$ cat config.mk
export PLATFORM = sky130hd
export DESIGN_NAME = sipo_deserializer
export DESIGN_NICKNAME = d
export VERILOG_FILES = /design/src/rtl/sipo_deserializer_pkg.sv /design/src/rtl/sipo_deserializer_clk_en_gen.sv /design/src/rtl/sipo_deserializer.sv
export SDC_FILE = /design/constraint.sdc
export NUM_CORES = 1
export LEC_CHECK = 0
export ABC_CLOCK_PERIOD_IN_PS = 5400
export BUFFER_PORTS_ARGS = -buffer_cell sky130_fd_sc_hd__buf_4
export CORE_MARGIN = 3
export CORE_UTILIZATION = 58
export CTS_BUF_LIST = sky130_fd_sc_hd__clkbuf_4 sky130_fd_sc_hd__clkbuf_8
export DETAILED_ROUTE_END_ITERATION = 12
export GPL_TIMING_DRIVEN = 0
export PLACE_DENSITY = 0.9
export RECOVER_POWER = 25
export SLEW_MARGIN = 20
export SYNTH_ARGS = -nofsm -noshare
export SYNTH_HDL_FRONTEND = slang
export SYNTH_SLANG_ARGS = --single-unit
$ cat constraint.sdc
create_clock -name clk -period 5.4 [get_ports clk]
set_input_delay 0.81 -clock clk [delete_from_list [all_inputs] [get_ports clk]]
set_output_delay 0.81 -clock clk [all_outputs]
set_load 0.01 [all_outputs]
$ cat src/rtl/sipo_deserializer_pkg.sv
// Shared types and helpers for the SIPO deserializer and its clock-enable divider.
// Holds the FSM state encoding and the counter-width helper.
package sipo_pkg;

    typedef enum logic {
        IDLE  = 1'b0,
        SHIFT = 1'b1
    } state_t;

    localparam int unsigned WIDTH_DEF = 16;
    localparam int unsigned BCNT_W    = $clog2(WIDTH_DEF);

    // Bits needed to count 0..n-1, never less than one.
    function automatic int unsigned cnt_bits(input int unsigned n);
        return (n <= 2) ? 1 : $clog2(n);
    endfunction

endpackage

$ cat src/rtl/sipo_deserializer_clk_en_gen.sv
// Free-running divider producing a single-cycle enable every CLK_DIV system clocks.
// The enable is used directly as a shift qualifier; no derived clock is generated.
module clk_en_gen
    import sipo_pkg::*;
#(
    parameter int unsigned CLK_DIV = 5
) (
    input  logic clk,
    input  logic rst_n,
    output logic tick
);

    localparam int unsigned DW = cnt_bits(CLK_DIV);
    localparam logic [DW-1:0] LAST = DW'(CLK_DIV - 1);

    logic [DW-1:0] r_cnt;

    always_ff @(posedge clk or negedge rst_n) begin
        if (!rst_n) begin
            r_cnt <= '0;
        end else if (r_cnt == LAST) begin
            r_cnt <= '0;
        end else begin
            r_cnt <= r_cnt + 1'b1;
        end
    end

    // With CLK_DIV=1 the counter is pinned at zero, so the enable is always high.
    assign tick = (r_cnt == LAST);

endmodule

$ cat src/rtl/sipo_deserializer.sv
// Serial-in parallel-out capture stage: rebuilds MSB-first words on divided shift ticks
// and presents them with a valid/ack handshake, sticky overrun and a delivered-word count.
module sipo_deserializer
    import sipo_pkg::*;
#(
    parameter int unsigned WIDTH   = 16,
    parameter int unsigned CLK_DIV = 5,
    parameter int unsigned CNT_W   = 8
) (
    input  logic             clk,
    input  logic             rst_n,
    input  logic             start,
    input  logic             sin,
    input  logic             dout_ack,
    output logic [WIDTH-1:0] dout,
    output logic             dout_valid,
    output logic             busy,
    output logic             overrun,
    output logic [CNT_W-1:0] frame_cnt
);

    localparam int unsigned BW = cnt_bits(WIDTH);
    localparam logic [BW-1:0] LAST_BIT = BW'(WIDTH - 1);

    state_t           r_state;
    logic             r_busy;
    // The shift register MSB is never observable, so only WIDTH-1 bits are kept.
    logic [WIDTH-2:0] r_sr;
    logic [BW-1:0]    r_bit_cnt;
    logic [WIDTH-1:0] r_dout;
    logic             r_valid;
    logic             r_overrun;
    logic [CNT_W-1:0] r_frame_cnt;

    logic             w_tick;
    logic             w_complete;
    logic             w_accept;
    logic [WIDTH-1:0] w_word;

    clk_en_gen #(
        .CLK_DIV (CLK_DIV)
    ) u_clk_en (
        .clk   (clk),
        .rst_n (rst_n),
        .tick  (w_tick)
    );

    assign w_word     = {r_sr, sin};
    assign w_complete = (r_state == SHIFT) && w_tick && (r_bit_cnt == LAST_BIT);
    assign w_accept   = !r_valid || dout_ack;

    always_ff @(posedge clk or negedge rst_n) begin
        if (!rst_n) begin
            r_state   <= IDLE;
            r_busy    <= 1'b0;
            r_sr      <= '0;
            r_bit_cnt <= '0;
        end else begin
            case (r_state)
                IDLE: begin
                    if (start) begin
                        r_state   <= SHIFT;
                        r_busy    <= 1'b1;
                        r_sr      <= '0;
                        r_bit_cnt <= '0;
                    end
                end
                SHIFT: begin
                    if (w_complete) begin
                        // A start in the completion cycle chains straight into the next frame.
                        r_sr      <= '0;
                        r_bit_cnt <= '0;
                        if (!start) begin
                            r_state <= IDLE;
                            r_busy  <= 1'b0;
                        end
                    end else if (start) begin
                        r_sr      <= '0;
                        r_bit_cnt <= '0;
                    end else if (w_tick) begin
                        r_sr      <= w_word[WIDTH-2:0];
                        r_bit_cnt <= r_bit_cnt + 1'b1;
                    end
                end
                default: begin
                    r_state <= IDLE;
                    r_busy  <= 1'b0;
                end
            endcase
        end
    end

    always_ff @(posedge clk or negedge rst_n) begin
        if (!rst_n) begin
            r_dout      <= '0;
            r_valid     <= 1'b0;
            r_overrun   <= 1'b0;
            r_frame_cnt <= '0;
        end else if (w_complete) begin
            if (w_accept) begin
                r_dout      <= w_word;
                r_valid     <= 1'b1;
                r_frame_cnt <= r_frame_cnt + 1'b1;
            end else begin
                r_overrun   <= 1'b1;
            end
        end else if (dout_ack && r_valid) begin
            r_valid <= 1'b0;
        end
    end

    assign dout       = r_dout;
    assign dout_valid = r_valid;
    assign busy       = r_busy;
    assign overrun    = r_overrun;
    assign frame_cnt  = r_frame_cnt;

endmodule

Word level (Yosys, flattened, before mapping)
Index checks and enable logic that the tools add are counted.

RAM bits: 0. Register bits after elaboration: 50. Memories: 0. Latch bits: 0. ROM bits: 0. Logic and storage cells: 53. Bits of input ports: 5.

Order comparisons: 0. Add/sub/neg operators: 3. Equality and inequality tests: 7. Shift operators: 0. Bitwise logic cells: 2. Multiply operators: 0. Divide/modulo/power cells: 0. Multiplexer cells: 21. Reduce and logical (&&, ||, !) cells: 11.

Operator list (number): 15-bit 2-to-1 mux (4); 15-bit case mux with 2 select lines (1); 4-bit 2-to-1 mux (4); 8-bit by 1-bit adder with 8-bit output (second input constant) (1); 1-bit 2-to-1 mux (8); 4-bit case mux with 2 select lines (1); 2-bit AND reduction (4); 4-bit by 1-bit adder with 4-bit output (second input constant) (1); 4-bit == test (second input constant) (1); 2-bit by 1-bit inequality test with 1-bit output (second input constant) (2); 2-bit inequality test (second input constant) (2); 4-bit by 2-bit inequality test with 1-bit output (second input constant) (1); 1-bit case mux with 2 select lines (2); 3-bit by 1-bit adder with 3-bit output (second input constant) (1); 3-bit == test (second input constant) (1); 1-bit logical AND (3); 3-bit 2-to-1 mux (1); 3-bit AND reduction (1); 1-bit NOT (2); 2-bit nonzero test (1); 1-bit logical NOT (1); 1-bit logical OR (1).

Logic depth before layout (Yosys ltp)
Gate-level depths: netlist (run 1).

Word-level depth: 5. Mapped depth: 9. Gate-level depth less buffers: 6.

Modules after synthesis
From an unflattened synthesis (run 1), not the netlist that was laid out.

Cells, all modules: 136. Area, all modules: 1964.4 um^2.

Modules (own cells, without submodules): sipo_deserializer (times used 1, area each 1828.0 um^2, cells an instance 125); clk_en_gen (times used 1, area each 136.4 um^2, cells an instance 11).

Worst setup path before layout (run 1)
No wires, ideal clock.

Path type: input to register. Start: input dout_ack. End: register r_dout[10] (netlist: dout[10]). Setup slack: 3.578 ns. Arrival: 1.697 ns. Cell stages on the path: 5. Path buffers: 2. Library setup time: 0.125 ns. Cell sequence: nand2b_1 -> and3_1 -> buf_6 -> buf_6 -> mux2_4.

Longest elaborated chain between the ends: 2.

RTL lines: start, declared (RTL line sipo_deserializer.sv:14) `input logic dout_ack,`; 1-bit logical OR (RTL line sipo_deserializer.sv:50) `assign w_accept = !r_valid || dout_ack;`; 2-bit AND reduction (no line); end signal, assigned (RTL line sipo_deserializer.sv:101) `r_dout <= w_word;`; end, declared (RTL line sipo_deserializer.sv:30) `logic [WIDTH-1:0] r_dout;`.

Every way passes these cells. A chain may end at the register's enable or synchronous reset.

==> run metrics, run 1 <==
final WL=~3.8 mm; layout cell share with drive strength beyond 1=0.3144; Post-CTS Setup Inserts=0; Die Area=about 0.0043 mm^2; Root Buffer=clkbuf_4; cts repair resizes=0; Worst-Skew Late Latency=about 0.35 ns; critical path class=primary input to async pin; Initial Util=0.6391; Largest delay share family, worst path=buffers and inverters; number of global-route vias before repair=approximately 1400; flops & latches, synth=50; Slew Viols, Final=just over 50; placed cells=230; largest net degree at the start of global routing=51; total track usage=0.1975; CP arrival=roughly 2.6 ns; failing checks=max-capacitance violations, max-slew violations; worst setup margin=between 2 and 3 ns; Design Area, Final=between 0.002 and 0.0025 mm^2; hpwl dp=2.688 mm; Routed Antenna Nets=0; setup TNS=0 ns; RSZ-0062 raised after global routing=no; Final Hold Fails=0; wire length per cell=15.76 um; max cap viols=1; Tcrit/Tclk final=0.4871; CTS tree=done; Avg Cell Area, Syn=between 10 and 15 um^2; Hold Buf Count CTS=0; Worst path max stage delay=between 1.5 and 2 ns; Synthesis Warnings=0; crit path time final=2.631 ns; Startpoint Class=primary input; most frequent cells in the layout=dfrtp_1, buf_4, nor2_1; DP Area=about 0.0023 mm^2; Max transition margin=-0.6703; # port buffers=31; DRT Pass-1 Iters=4; Synth Instances=155; Worst setup EP type=async pin; Hold Path Class=flop to flop; outcome=finished, violations left; Pleak=~1.2 nW; vias=around 1300; Syn Nets=about 160; Core ar.=0.003203 mm^2; slew of the pin with the lowest slew margin=2.505 ns; Hold WS=~0.48 ns; die extent in x=between 60 and 70 um; Reg clk slew, reported paths=0.12 ns; Filler cells=230; fin util=0.7477; Remaining DRCs=0; CTS sink count=50; slowest CP cell=clkbuf_1; FP Rows=20; antenna violations before repair=0; area grow syn2layout=16.99%; dpl ws=about 3.4 ns; maximum clock rate=between 300 and 400 MHz; Max FO, Critical Path=50; Seq/Total Area, Yosys=0.6112; VDD IR max=between 0.00015 and 0.0002 V; Cell Chain, Critical Path=clkbuf_1; initial drt markers=44; Clock Path Buffers=2; first-pass GRT wire length=approximately 6.4 mm; final net count=202; Via density=~5.7; cell area after synthesis=between 0.002 and 0.0025 mm^2; total global routing overflow=0; # IOs=32; CTS Buf Count=5; Pwr Total=approximately 560 uW; final cell count without fillers=between 200 and 250; GP Congestion=0.7802; Pwr per Cell Area=234.8 mW/mm^2; CP bufs+invs=1; Synth cell types=23; Final Setup Violations=0; clock skew=roughly 0.011 ns; most common cell after layout, fill and taps aside=dfrtp_1; Die Y=about 65 um; diode count=0; Clock H-tree levels=2; required time of the critical path=between 5 and 6 ns
[power by group]
| group | switching (mW) | total, mW | internal, mW |
|---|---|---|---|
| Clock | 0.107 | 0.175 | 0.0684 |
| Combinational | 0.00970 | 0.0122 | 0.00248 |
| Sequential | 0.000243 | 0.375 | 0.375 |
[routing by layer]
metal,global-route usage,vias up,part of all wire
li1,-,616,-
met1,0.2301,684,0.42
met2,0.3363,38,0.52
met3,0.05128,9,0.045
met4,0.09845,0,0.019
met5,0,-,0
[worst paths after layout]
kind / from / endpoint / slack, ns / depth (start not counted)
setup / recovery: rst_n / r_state$_DFF_PN0_ / 2.77 / 1
hold / removal: u_clk_en.r_cnt[0]$_DFF_PN0_ / u_clk_en.r_cnt[0]$_DFF_PN0_ / 0.48 / 1
setup reg to reg: u_clk_en.r_cnt[0]$_DFF_PN0_ / r_sr[12]$_DFFE_PN0P_ / 3.37 / 7
hold reg to reg: u_clk_en.r_cnt[0]$_DFF_PN0_ / u_clk_en.r_cnt[0]$_DFF_PN0_ / 0.48 / 1
max in group clk: u_clk_en.r_cnt[0]$_DFF_PN0_ / r_sr[12]$_DFFE_PN0P_ / 3.37 / 7
min in group asynchronous: rst_n / dout[7]$_DFFE_PN0P_ / 1.21 / 1
[sequential cells by signal, summed over array words and instances, names as in the netlist]
name and cells:
r_state 1, busy 1, r_bit_cnt 4, dout_valid 1, frame_cnt 8, u_clk_en.r_cnt 3, dout 16, overrun 1
r_sr 15
[kinds of logic (layout without fill, tap and decap cells)]
logic type | count (synthesis) | in the layout | synth area share
AND/OR/NAND/NOR | 41 | 41 | 0.09230
multiplexers | 18 | 18 | 0.1229
adder cells (fa/ha/maj) | 4 | 4 | 0.02445
buffers and inverters | 10 | 49 | 0.03056
AO/OA/AOI/OAI | 23 | 23 | 0.08007
flip-flops | 50 | 50 | 0.6112
XOR/XNOR | 9 | 9 | 0.03851
[Yosys cell counts]
cell / n / area [um^2]
or3_1: 1 / 6.260
mux2_2: 5 / 56.30
mux2_4: 13 / 195.2
a22oi_1: 16 / 120.1
a21o_1: 1 / 7.510
o21bai_1: 1 / 7.510
ha_1: 4 / 50.05
inv_1: 2 / 7.510
xnor2_1: 7 / 61.31
o21ai_0: 1 / 5.000
dfrtp_1: 50 / 1251
clkbuf_1: 3 / 11.26
nand2b_1: 2 / 12.51
buf_2: 2 / 10.01
a22o_1: 1 / 8.760
xor2_1: 2 / 17.52
a21oi_1: 3 / 15.01
and3_1: 5 / 31.28
nand2_1: 6 / 22.52
nand3_1: 2 / 10.01
buf_6: 3 / 33.78
nand4_1: 5 / 31.28
nor2_1: 20 / 75.07
[cell type report]
type	instances	area [um^2]	share of cell area
buffer	8	55.05	0.02299
clock buffer	7	58.81	0.02456
clock inverter	1	5.005	0.002090
inverter	2	7.507	0.003135
multi-input combinational	95	733.2	0.3062
sequential	50	1251	0.5225
tap	44	55.05	0.02299
timing repair buffer	31	229.0	0.09561
(Power assumes the default switching activity.)
==> inputs of run 2 (changes only) <==
--- a/config.mk
+++ b/config.mk
@@ -5,14 +5,15 @@
 export SDC_FILE = /design/constraint.sdc
 export NUM_CORES = 1
 export LEC_CHECK = 0
-export ABC_CLOCK_PERIOD_IN_PS = 5400
+export ABC_AREA = 1
+export ABC_CLOCK_PERIOD_IN_PS = 2200
 export BUFFER_PORTS_ARGS = -buffer_cell sky130_fd_sc_hd__buf_4
 export CORE_MARGIN = 3
-export CORE_UTILIZATION = 58
+export CORE_UTILIZATION = 53
 export CTS_BUF_LIST = sky130_fd_sc_hd__clkbuf_4 sky130_fd_sc_hd__clkbuf_8
 export DETAILED_ROUTE_END_ITERATION = 12
 export GPL_TIMING_DRIVEN = 0
-export PLACE_DENSITY = 0.9
+export PLACE_DENSITY = 0.87
 export RECOVER_POWER = 25
 export SLEW_MARGIN = 20
 export SYNTH_ARGS = -nofsm -noshare
==> constraint.sdc (replaced) <==
create_clock -name clk -period 2.2 [get_ports clk]
set_input_delay 0.33 -clock clk [delete_from_list [all_inputs] [get_ports clk]]
set_output_delay 0.33 -clock clk [all_outputs]
set_load 0.01 [all_outputs]
==> run metrics, run 2 <==
antenna violations before repair=0 (unchanged); layout cell share with drive strength beyond 1=0.2731 (-0.04134); max cap viols=0 (-1); slew of the pin with the lowest slew margin=1.212 ns (-1.293 ns); R2R cell count=7 (unchanged); Hold Buf Count CTS=0 (unchanged); Routed Antenna Nets=0 (unchanged); most common cell after layout, fill and taps aside=nand2_1; initial drt markers=130 (+200%); Core ar.=0.003799 mm^2 (+19%); total net switching power=326.6 uW (+180%); Final Hold Fails=0 (unchanged); final WL=3.952 mm (+5.4%); largest net degree at the start of global routing=51 (unchanged); flop2flop setup slack=0.65 ns (-2.72 ns); Pwr per Cell Area=581.1 mW/mm^2 (+150%); Clock Power Share=0.350 (+0.038); Register Area=0.001251 mm^2 (unchanged); Slew Viols, Final=0 (-100%); Largest delay share family, worst path=buffers and inverters; outcome=complete, no violations; CTS Buf Count=5 (unchanged); Avg Cell Area, Syn=10.24 um^2 (-22%); Synth area leaders=dfrtp_1, nand2_1, o21ai_2; setup TNS=0 ns (unchanged); metal3 WL=177 um (+4.1%); Max transition margin=0.1918 (+0.8621); # IOs=32 (unchanged); Via density=5.175 (-8.6%); Hold Crit Start=start; final net count=258 (+28%); RSZ-0062 raised after global routing=no; die extent in x=69.85 um (+6.8%); # port buffers=31 (unchanged); max FFs per register=16 (unchanged); Synthesis Warnings=0 (unchanged); multi-input logic area=738.2 um^2 (+0.68%); Initial Util=0.5688 (-0.07022); diode count=0 (unchanged); Die Y=69.85 um (+6.8%); Internal Power=1.147 mW (+160%); Worst-Skew Late Latency=0.30 ns (-0.05 ns); FP Rows=22 (+10%); Remaining DRCs=0 (unchanged); DRT Pass-1 Iters=4 (unchanged); critical path class=flop to flop; Worst setup EP type=flop; clock skew=0.002621 ns (-0.008111 ns); Clock Path Buffers=2 (unchanged); Reg clk slew, reported paths=0.09 ns (-0.03 ns); Clock H-tree levels=2 (unchanged); flops & latches, synth=50 (unchanged); Pwr Total=1.473 mW (+160%); placed cells=290 (+26%); share of power burned in registers=0.625 (-0.042); crit path time final=1.546 ns; vias=1537 (+14%); CTS sink count=50 (unchanged); Synth Instances=211 (+36%); slowest CP cell=dfrtp_1; final cell count without fillers=297 (+25%); wl on met1=1.734 mm (+11%); Post-CTS Setup Inserts=0 (unchanged); Max FO, Critical Path=10 (-80%); number of global-route vias before repair=1471 (+1.8%); area grow syn2layout=17.31%; most frequent cells in the layout=nand2_1, dfrtp_1, inv_1, buf_4, o21ai_2; CP bufs+invs=3 (+2); most frequent cell after synthesis=nand2_1; GP Congestion=0.7414 (-5.0%); Hold Path Class=primary input to flop; EDFF count, synth=0 (unchanged); hpwl dp=2.729 mm (+1.6%); Filler cells=304 (+32%); Yosys top cell area share=0.5790 (-0.03221); total track usage=0.1700 (-0.02744); WL met2=1.986 mm (+2.1%); largest area contributor in the netlist=dfrtp_1; cell area after synthesis=0.002161 mm^2 (+5.6%); top sig layer=met4; total global routing overflow=0 (unchanged); Root Buffer=clkbuf_8; Die Area=0.004879 mm^2 (+14%); maximum clock rate=646.8 MHz; Startpoint Class=flop; CP Capture Point=r_sr[10]$_DFFE_PN0P_; wire length per cell=13.31 um (-16%); CP Depth=7 (+6); cts repair resizes=0 (unchanged); RR Startpoint=u_clk_en.r_cnt[0]$_DFF_PN0_; Sw Ratio=0.2217 (+0.01392); CP arrival=1.77 ns (-0.81 ns); RR Endpoint=r_sr[10]$_DFFE_PN0P_; Comb power frac=0.025 (+0.003); CTS tree=done; Syn Nets=220 (+34%); Synth Flop Type=dfrtp_1; first-pass GRT wire length=6.699 mm (+4.0%); VDD IR max=0.0003725 V (+130%); Post-synth top cells=nand2_1, dfrtp_1, inv_1, o21ai_2, o22ai_1; Cell Chain, Critical Path=inv_1, ha_1, nand2_1, inv_2, nand4_2, buf_2, o22ai_1; Crit. Startpoint=u_clk_en.r_cnt[0]$_DFF_PN0_; Worst path max stage delay=0.40 ns (-1.35 ns); required time of the critical path=2.42 ns (-2.93 ns); Final Setup Violations=0 (unchanged); ys async rst share=1.000 (unchanged); Tcrit/Tclk final=0.7028; Seq/Total Area, Yosys=0.5790 (-0.03221); Pleak=1.251 nW (+4.5%); Synth cell types=23 (unchanged)
run 2: cell count changes in the layout (fill, tap and decap cells not counted), sizes merged, moves of 3 or more:
cell | previous run | this run
a22oi | 16 | 0
nand3 | 2 | 10
nand2 | 6 | 52
xnor2 | 7 | 4
o21ai | 1 | 19
and3 | 5 | 0
nor2 | 20 | 9
inv | 2 | 31
o22ai | 0 | 16
mux2 | 18 | 0
clkbuf | 11 | 6
run 2: metal layers:
layer / GRT usage / up-vias
met2: 0.2844 / 31
met1: 0.2210 / 747
met4: 0.05106 / 0
li1: - / 751
met3: 0.03885 / 8
met5: 0 / -
run 2: worst min path at each step:
stage | end | slack (ns) | depth (start not counted)
global placement | frame_cnt[6]$_DFFE_PN0P_ | 0.38 | 1
global route | r_bit_cnt[0]$_DFFE_PN0P_ | 0.19 | 2
finish | r_bit_cnt[0]$_DFFE_PN0P_ | 0.19 | 2
CTS | r_sr[6]$_DFFE_PN0P_ | 0.06 | 1
detailed placement | frame_cnt[6]$_DFFE_PN0P_ | 0.38 | 1
floorplan | busy$_DFFE_PN0P_ | 0.03 | 0
run 2: cell families after synthesis:
| group | Yosys count | synth area share |
|---|---|---|
| adder cells (fa/ha/maj) | 4 | 0.02316 |
| flip-flops | 50 | 0.5790 |
| AND/OR/NAND/NOR | 75 | 0.1587 |
| buffers and inverters | 37 | 0.07933 |
| XOR/XNOR | 7 | 0.03185 |
| AO/OA/AOI/OAI | 38 | 0.1280 |
run 2: stage by stage:
step / hold WS (ns) / utilization / instance area [um^2] / setup WS, ns
3_5_place_dp: 0.3817 / 0.6459 / 2454 / 0.6731
6_report: 0.1877 / 0.6673 / 2535 / 0.6539
4_1_cts: 0.06201 / 0.6680 / 2537 / 0.6525
3_3_place_gp: 0.3848 / 0.6459 / 2454 / 0.7170
5_1_grt: 0.1881 / 0.6673 / 2535 / 0.5134
2_1_floorplan: 0.03441 / - / 2161 / 0.8092
run 2: power groups by stage:
stage / logic [mW] / clock network, mW / registers (mW)
floorplan: 0.0103 / 0 / 0.940
global placement: 0.0381 / 0 / 0.939
detailed placement: 0.0384 / 0 / 0.939
CTS: 0.0387 / 0.519 / 0.921
global route: 0.0422 / 0.555 / 0.921
finish: 0.0369 / 0.516 / 0.921
run 2: final cells by class:
| cell class | instances | area share |
|---|---|---|
| Inverter | 31 | 0.04590 |
| Buffer | 6 | 0.02172 |
| Clock buffer | 5 | 0.02715 |
| Multi-Input combinational cell | 124 | 0.2912 |
| Tap cell | 48 | 0.02369 |
| Sequential cell | 50 | 0.4936 |
| Clock inverter | 2 | 0.005923 |
| Timing Repair Buffer | 31 | 0.09082 |
